`src/rtl/seven_seg_reader_pkg.sv`:
```
`default_nettype none
// ============================================================================
// Module      : seven_seg_reader_pkg
// Description : Segment patterns, FSM states and digit count for the reader.
// Revision    : 1.0 - initial release
// ============================================================================
package seven_seg_reader_pkg;

    localparam int c_NUM_DIGITS = 4;

    // Active-low patterns, leftmost bit is segment a
    localparam logic [0:6] c_SEG_0 = 7'b0000001;
    localparam logic [0:6] c_SEG_1 = 7'b1001111;
    localparam logic [0:6] c_SEG_2 = 7'b0010010;
    localparam logic [0:6] c_SEG_3 = 7'b0000110;
    localparam logic [0:6] c_SEG_4 = 7'b1001100;
    localparam logic [0:6] c_SEG_5 = 7'b0100100;
    localparam logic [0:6] c_SEG_6 = 7'b0100000;
    localparam logic [0:6] c_SEG_7 = 7'b0001111;

    typedef enum logic [1:0] {
        OCIOSO    = 2'd0,
        CONTANDO  = 2'd1,
        CAPTURADO = 2'd2
    } state_t;

    function automatic logic is_one_hot_low(input logic [c_NUM_DIGITS-1:0] an);
        return ($countones(~an) == 1);
    endfunction

endpackage
`default_nettype wire

```
`src/rtl/seven_seg_reader_if.sv`:
```
`default_nettype none
// ============================================================================
// Module      : seven_seg_reader_if
// Description : Display-side inputs and captured-digit outputs of the reader.
// Revision    : 1.0 - initial release
// ============================================================================
interface seven_seg_reader_if;
    import seven_seg_reader_pkg::*;

    logic [0:6]                segmentos;
    logic [c_NUM_DIGITS-1:0]   anodos;
    logic [3*c_NUM_DIGITS-1:0] valor;
    logic [c_NUM_DIGITS-1:0]   valido;
    logic [c_NUM_DIGITS-1:0]   erro;
    logic                      atualizado;

    modport master (
        output segmentos, anodos,
        input  valor, valido, erro, atualizado
    );

    modport slave (
        input  segmentos, anodos,
        output valor, valido, erro, atualizado
    );

endinterface
`default_nettype wire

```
`src/rtl/seven_seg_reader_seg_para_valor.sv`:
```
`default_nettype none
// ============================================================================
// Module      : seg_para_valor
// Description : Combinational decode of an active-low segment pattern to 0..7.
// Revision    : 1.0 - initial release
// ============================================================================
module seg_para_valor
    import seven_seg_reader_pkg::*;
(
    input  wire logic [0:6] i_seg,
    output logic      [2:0] o_valor,
    output logic            o_legal
);

    always_comb begin
        o_valor = 3'd0;
        o_legal = 1'b1;
        case (i_seg)
            c_SEG_0: o_valor = 3'd0;
            c_SEG_1: o_valor = 3'd1;
            c_SEG_2: o_valor = 3'd2;
            c_SEG_3: o_valor = 3'd3;
            c_SEG_4: o_valor = 3'd4;
            c_SEG_5: o_valor = 3'd5;
            c_SEG_6: o_valor = 3'd6;
            c_SEG_7: o_valor = 3'd7;
            default: o_legal = 1'b0;
        endcase
    end

endmodule
`default_nettype wire

```
`src/rtl/seven_seg_reader.sv`:
```
`default_nettype none
// ============================================================================
// Module      : seven_seg_reader
// Description : Captures digits of a multiplexed 7-segment display once stable.
// Revision    : 1.0 - initial release
// ============================================================================
module seven_seg_reader
    import seven_seg_reader_pkg::*;
#(
    parameter int STABLE_CYCLES = 4
)
(
    input  wire logic         clock,
    input  wire logic         reset_n,
    seven_seg_reader_if.slave io_bus
);

    localparam logic [7:0] c_STABLE = 8'(STABLE_CYCLES);

    logic [0:6]                r_seg;
    logic [c_NUM_DIGITS-1:0]   r_an;
    logic [0:6]                r_prev_seg;
    logic [c_NUM_DIGITS-1:0]   r_prev_an;
    state_t                    r_state;
    logic [7:0]                r_cnt;
    logic [3*c_NUM_DIGITS-1:0] r_valor;
    logic [c_NUM_DIGITS-1:0]   r_valido;
    logic [c_NUM_DIGITS-1:0]   r_erro;
    logic                      r_atualizado;

    state_t     w_state_next;
    logic [7:0] w_cnt_next;
    logic       w_capture;
    logic       w_same;
    logic       w_one_hot;
    logic [2:0] w_valor;
    logic       w_legal;

    // r_prev_* holds the sample one cycle older than r_*, giving the change detect
    always_ff @(posedge clock or negedge reset_n) begin
        if (!reset_n) begin
            r_seg      <= '1;
            r_an       <= '1;
            r_prev_seg <= '1;
            r_prev_an  <= '1;
        end else begin
            r_seg      <= io_bus.segmentos;
            r_an       <= io_bus.anodos;
            r_prev_seg <= r_seg;
            r_prev_an  <= r_an;
        end
    end

    assign w_same    = (r_seg == r_prev_seg) && (r_an == r_prev_an);
    assign w_one_hot = is_one_hot_low(r_an);

    always_ff @(posedge clock or negedge reset_n) begin
        if (!reset_n) begin
            r_state <= OCIOSO;
            r_cnt   <= 8'd0;
        end else begin
            r_state <= w_state_next;
            r_cnt   <= w_cnt_next;
        end
    end

    always_comb begin
        w_state_next = r_state;
        w_cnt_next   = r_cnt;
        w_capture    = 1'b0;
        case (r_state)
            OCIOSO: begin
                if (w_one_hot) begin
                    w_state_next = CONTANDO;
                    w_cnt_next   = 8'd1;
                end
            end
            CONTANDO: begin
                if (!w_one_hot) begin
                    w_state_next = OCIOSO;
                    w_cnt_next   = 8'd0;
                end else if (!w_same) begin
                    w_cnt_next   = 8'd1;
                end else if (r_cnt >= c_STABLE - 8'd1) begin
                    w_state_next = CAPTURADO;
                    w_cnt_next   = c_STABLE;
                    w_capture    = 1'b1;
                end else begin
                    w_cnt_next   = r_cnt + 8'd1;
                end
            end
            CAPTURADO: begin
                if (!w_one_hot) begin
                    w_state_next = OCIOSO;
                    w_cnt_next   = 8'd0;
                end else if (!w_same) begin
                    w_state_next = CONTANDO;
                    w_cnt_next   = 8'd1;
                end
            end
            default: begin
                w_state_next = OCIOSO;
                w_cnt_next   = 8'd0;
            end
        endcase
    end

    seg_para_valor u_seg_para_valor (
        .i_seg   (r_seg),
        .o_valor (w_valor),
        .o_legal (w_legal)
    );

    // Capture only fires with a one-hot r_an, so at most one digit is touched
    always_ff @(posedge clock or negedge reset_n) begin
        if (!reset_n) begin
            r_valor      <= '0;
            r_valido     <= '0;
            r_erro       <= '0;
            r_atualizado <= 1'b0;
        end else begin
            r_atualizado <= w_capture;
            for (int d = 0; d < c_NUM_DIGITS; d++) begin
                if (w_capture && !r_an[d]) begin
                    if (w_legal) begin
                        r_valor[3*d +: 3] <= w_valor;
                        r_valido[d]       <= 1'b1;
                        r_erro[d]         <= 1'b0;
                    end else begin
                        r_valido[d]       <= 1'b0;
                        r_erro[d]         <= 1'b1;
                    end
                end
            end
        end
    end

    assign io_bus.valor      = r_valor;
    assign io_bus.valido     = r_valido;
    assign io_bus.erro       = r_erro;
    assign io_bus.atualizado = r_atualizado;

endmodule
`default_nettype wire

```
`src/flat_wrapper.sv`:
```
// flat-port wrapper written by rule: the top's interface ports become plain ports
module seven_seg_reader_flat import seven_seg_reader_pkg::*;
#(
    parameter int STABLE_CYCLES = 4
)
  (clock, reset_n, io_bus_segmentos, io_bus_anodos, io_bus_valor, io_bus_valido, io_bus_erro, io_bus_atualizado);
  seven_seg_reader_if io_bus_i ();
  input  wire logic clock;
  input  wire logic reset_n;
  input wire logic [$bits(io_bus_i.segmentos)-1:0] io_bus_segmentos;
  input wire logic [$bits(io_bus_i.anodos)-1:0] io_bus_anodos;
  output wire logic [$bits(io_bus_i.valor)-1:0] io_bus_valor;
  output wire logic [$bits(io_bus_i.valido)-1:0] io_bus_valido;
  output wire logic [$bits(io_bus_i.erro)-1:0] io_bus_erro;
  output wire logic [$bits(io_bus_i.atualizado)-1:0] io_bus_atualizado;
  assign io_bus_i.segmentos = io_bus_segmentos;
  assign io_bus_i.anodos = io_bus_anodos;
  assign io_bus_valor = io_bus_i.valor;
  assign io_bus_valido = io_bus_i.valido;
  assign io_bus_erro = io_bus_i.erro;
  assign io_bus_atualizado = io_bus_i.atualizado;
  seven_seg_reader #(.STABLE_CYCLES(STABLE_CYCLES)) u_core (.clock(clock), .reset_n(reset_n), .io_bus(io_bus_i));
endmodule
```
`config.mk`:
```
export PLATFORM = sky130hd
export DESIGN_NAME = seven_seg_reader_flat
export DESIGN_NICKNAME = d
export VERILOG_FILES = /design/src/rtl/seven_seg_reader_pkg.sv /design/src/rtl/seven_seg_reader_if.sv /design/src/rtl/seven_seg_reader_seg_para_valor.sv /design/src/rtl/seven_seg_reader.sv /design/src/flat_wrapper.sv
export SDC_FILE = /design/constraint.sdc
export NUM_CORES = 1
export LEC_CHECK = 0
export ABC_AREA = 1
export CELL_PAD_IN_SITES_DETAIL_PLACEMENT = 1
export CELL_PAD_IN_SITES_GLOBAL_PLACEMENT = 1
export CORE_MARGIN = 2
export CORE_UTILIZATION = 30
export DETAILED_ROUTE_END_ITERATION = 8
export GPL_ROUTABILITY_DRIVEN = 0
export GPL_TIMING_DRIVEN = 1
export PLACE_DENSITY_LB_ADDON = 0.08
export SETUP_SLACK_MARGIN = 0.02
export SYNTH_ARGS = -nofsm -noshare
export SYNTH_HDL_FRONTEND = slang
export SYNTH_HIERARCHICAL = 1
export SYNTH_SLANG_ARGS = --single-unit
export TNS_END_PERCENT = 50
```
`constraint.sdc`:
```
create_clock -name clock -period 3.39 [get_ports clock]
set_clock_uncertainty 0.05 [all_clocks]
set_input_delay 0.8475 -clock clock [delete_from_list [all_inputs] [get_ports clock]]
set_output_delay 0.8475 -clock clock [all_outputs]
set_load 0.01 [all_outputs]
```
==> out/qor.csv <==
metric,value,unit
crit path DAT,2.98,ns
critical path peak fanout,6,
Pwr Density,403,nW/um^2
post-synth top area cell,dfrtp_1,
sequential fraction of the synthesis area,0.557,
hold path cells,0,
# IOs,34,
endpoint type of the worst setup path,flip-flop,
GRT Overall Usage,0.137,
Die Wd,94.0,um
Worst R2R Path Depth,11,
Reg power frac,0.578,
grt total ovfl,0,
status,finished clean,
CTS Root Cell,clkbuf_8,
Layout Nets,333,
num rows,32,
TritonCTS Buffers,5,
Sw Share,0.280,
H-tree depth,2,
Worst-path clk slew,0.10,ns
post-route antenna net violation count,0,
Critical Path RT,3.60,ns
register bit total from synthesis,53,
Post-Syn Instances,277,
die footprint,8830,sq um
detailed-route DRC error count,0,
layout cells sized above 1,0.196,
setup_tns,0,ns
clk sink count,53,
DRT Pass-1 Iters,4,
Internal,0.861,mW
P&R area growth vs syn,22.2,%
Port-buffer cells,33,
final wirelength,5230,um
Worst-Skew Late Latency,0.31,ns
leakage power,1.52,nW
max-slew violations,0,
Max Freq,361,MHz
max cap viols,0,
initial antenna violation count,0,
first-pass GRT wire length,9340,um
cells taking the most area after synthesis,"dfrtp_1, dfstp_2, nand2_1",
1st-iter DRT viols,24,
CP max stage delay,0.60,ns
CORE AREA,7770,sq um
CP Launch Type,flip-flop,
min Tclk post-route,2.77,ns
vias,1823,
"slowest stage cell, crit path",dfstp_2,
switching pwr,0.334,mW
dpl cells,411,
Post-DP HPWL,3870,um
Slew headroom,0.382,
Yosys top cell area share,0.319,
Slew @ Worst Pin,0.928,ns
pin count of the biggest net entering global routing,40,
Syn Area/Cell,8.77,sq um
drt via density,4.35,
unrepaired setup endpoints after global routing,no,
Synthesis Warnings,6,
synth unique cells,23,
CTS resizes,0,
CTS tree,built,
starting utilization of the core area,0.313,
Final Hold Vio Count,0,
DIE HEIGHT,94.0,um
HP Class,flip-flop to flip-flop,
hold buffers post-CTS,0,
final setup vio count,0,
crit share post-route,0.817,
number of global-route vias before repair,2035,
Post-CTS Setup Bufs,0,
Mapped Area,2430,sq um
CTS Buffer Depth,2,
clock share of power,0.303,
Peak VDD IR,0.171,mV
worst-path cell chain,"fa_1, inv_1, ha_1, ha_1, nor2_1, nand2_1, nor3_4, nand4_2, nor2_1, nand3_1, nand2_1",
Logic pwr share,0.119,
"Net Count, Synth",294,
Filler Cell Count,933,
Final Non-Filler Cells,419,
wire length per cell,12.5,um
number of diodes,0,
crit path kind,flip-flop to flip-flop,
[per-stage QoR]
step                setup WS [ns]  hold slack [ns]  power [mW]  utilization  cell area, sq um
finish                      0.621            0.347        1.20        0.382              2970
global route                0.348            0.354        1.27        0.382              2970
CTS                         0.561            0.350        1.23        0.382              2970
detailed placement          0.591            0.335       0.850        0.371              2880
global placement            0.664            0.332       0.849        0.371              2880
floorplan                   0.921            0.324       0.793            -              2430
[sequential cells by signal, indices dropped and copies added, names as in the netlist]
| name | count |
|---|---|
| u_core/io_bus.erro | 4 |
| u_core/r_prev_seg | 7 |
| u_core/r_prev_an | 4 |
| u_core/io_bus.valor | 12 |
| u_core/r_state | 2 |
| u_core/io_bus.atualizado | 1 |
| u_core/r_cnt | 8 |
| u_core/r_an | 4 |
| u_core/r_seg | 7 |
| u_core/io_bus.valido | 4 |
[power groups by stage]
stage,sequential [mW],combinational [mW],clock (mW)
6_report,0.691,0.143,0.362
2_1_floorplan,0.697,0.0961,0
5_1_grt,0.697,0.171,0.400
3_3_place_gp,0.702,0.147,0
3_5_place_dp,0.703,0.147,0
4_1_cts,0.692,0.147,0.386
[synthesized netlist by cell type]
cell	instances
nand2_2	9
nor2_4	1
buf_2	1
xnor2_1	5
dfstp_2	22
inv_2	6
dfrtp_1	31
nor2_2	4
nor3_1	1
ha_1	3
inv_1	38
nand3_1	20
clkbuf_1	1
nor2_8	1
nand4_2	1
nand3_2	6
nand2_1	91
nor3_4	1
nor2_1	28
fa_1	1
nand4_1	3
a21oi_1	2
nand3_4	1
[cell usage in the layout, fill, tap and decap left out, types with 6 or more instances in the layout]
cell type,netlist,layout
nand3_2,6,6
nand2_2,9,9
nand2_1,91,91
clkdlybuf4s50_1,0,32
dfstp_2,22,22
inv_2,6,6
dfrtp_1,31,31
inv_1,38,38
nor2_1,28,28
nand3_1,20,20
[worst max-delay path: cells and delay by family, from the launching register on]
kind	cells	cell delay, ns
AND/OR/NAND/NOR	7	1.24
adder cells (fa/ha/maj)	3	0.77
flip-flops	1	0.60
buffers and inverters	1	0.06
[cells by family after synthesis]
logic type,after synthesis,share of synthesized area
buf+inv,46,0.0716
compound gates,2,0.00412
simple gates,167,0.325
fa+ha+maj,4,0.0237
flops,53,0.557
xor+xnor,5,0.0180
[area by class of cell]
type,count,area (sq um),area share
flip-flops and latches,53,1350,0.456
multi-input cells,178,901,0.304
repair buffers,34,333,0.112
inverters,44,165,0.0557
well taps,102,128,0.0430
clock buffers,5,68.8,0.0232
clock inverters,3,17.5,0.00590
[final timing paths]
path,start,to,slack (ns)
setup / recovery,u_core/r_an[3],u_core/io_bus.valor[5],0.62
hold / removal,u_core/r_an[2],u_core/r_prev_an[2],0.35
setup reg to reg,u_core/r_an[3],u_core/io_bus.valor[5],0.62
hold reg to reg,u_core/r_an[2],u_core/r_prev_an[2],0.35
max in group asynchronous,reset_n,u_core/r_prev_seg[4],1.86
min in group asynchronous,reset_n,u_core/r_cnt[7],0.61
[routing by layer]
metal	vias to the layer above	global-route usage	wire (um)
li1	911	-	-
met1	870	0.177	2550
met2	30	0.219	2380
met3	12	0.0313	187
met4	0	0.0580	114
met5	-	0	0
Power figures use the tool's default switching activity.
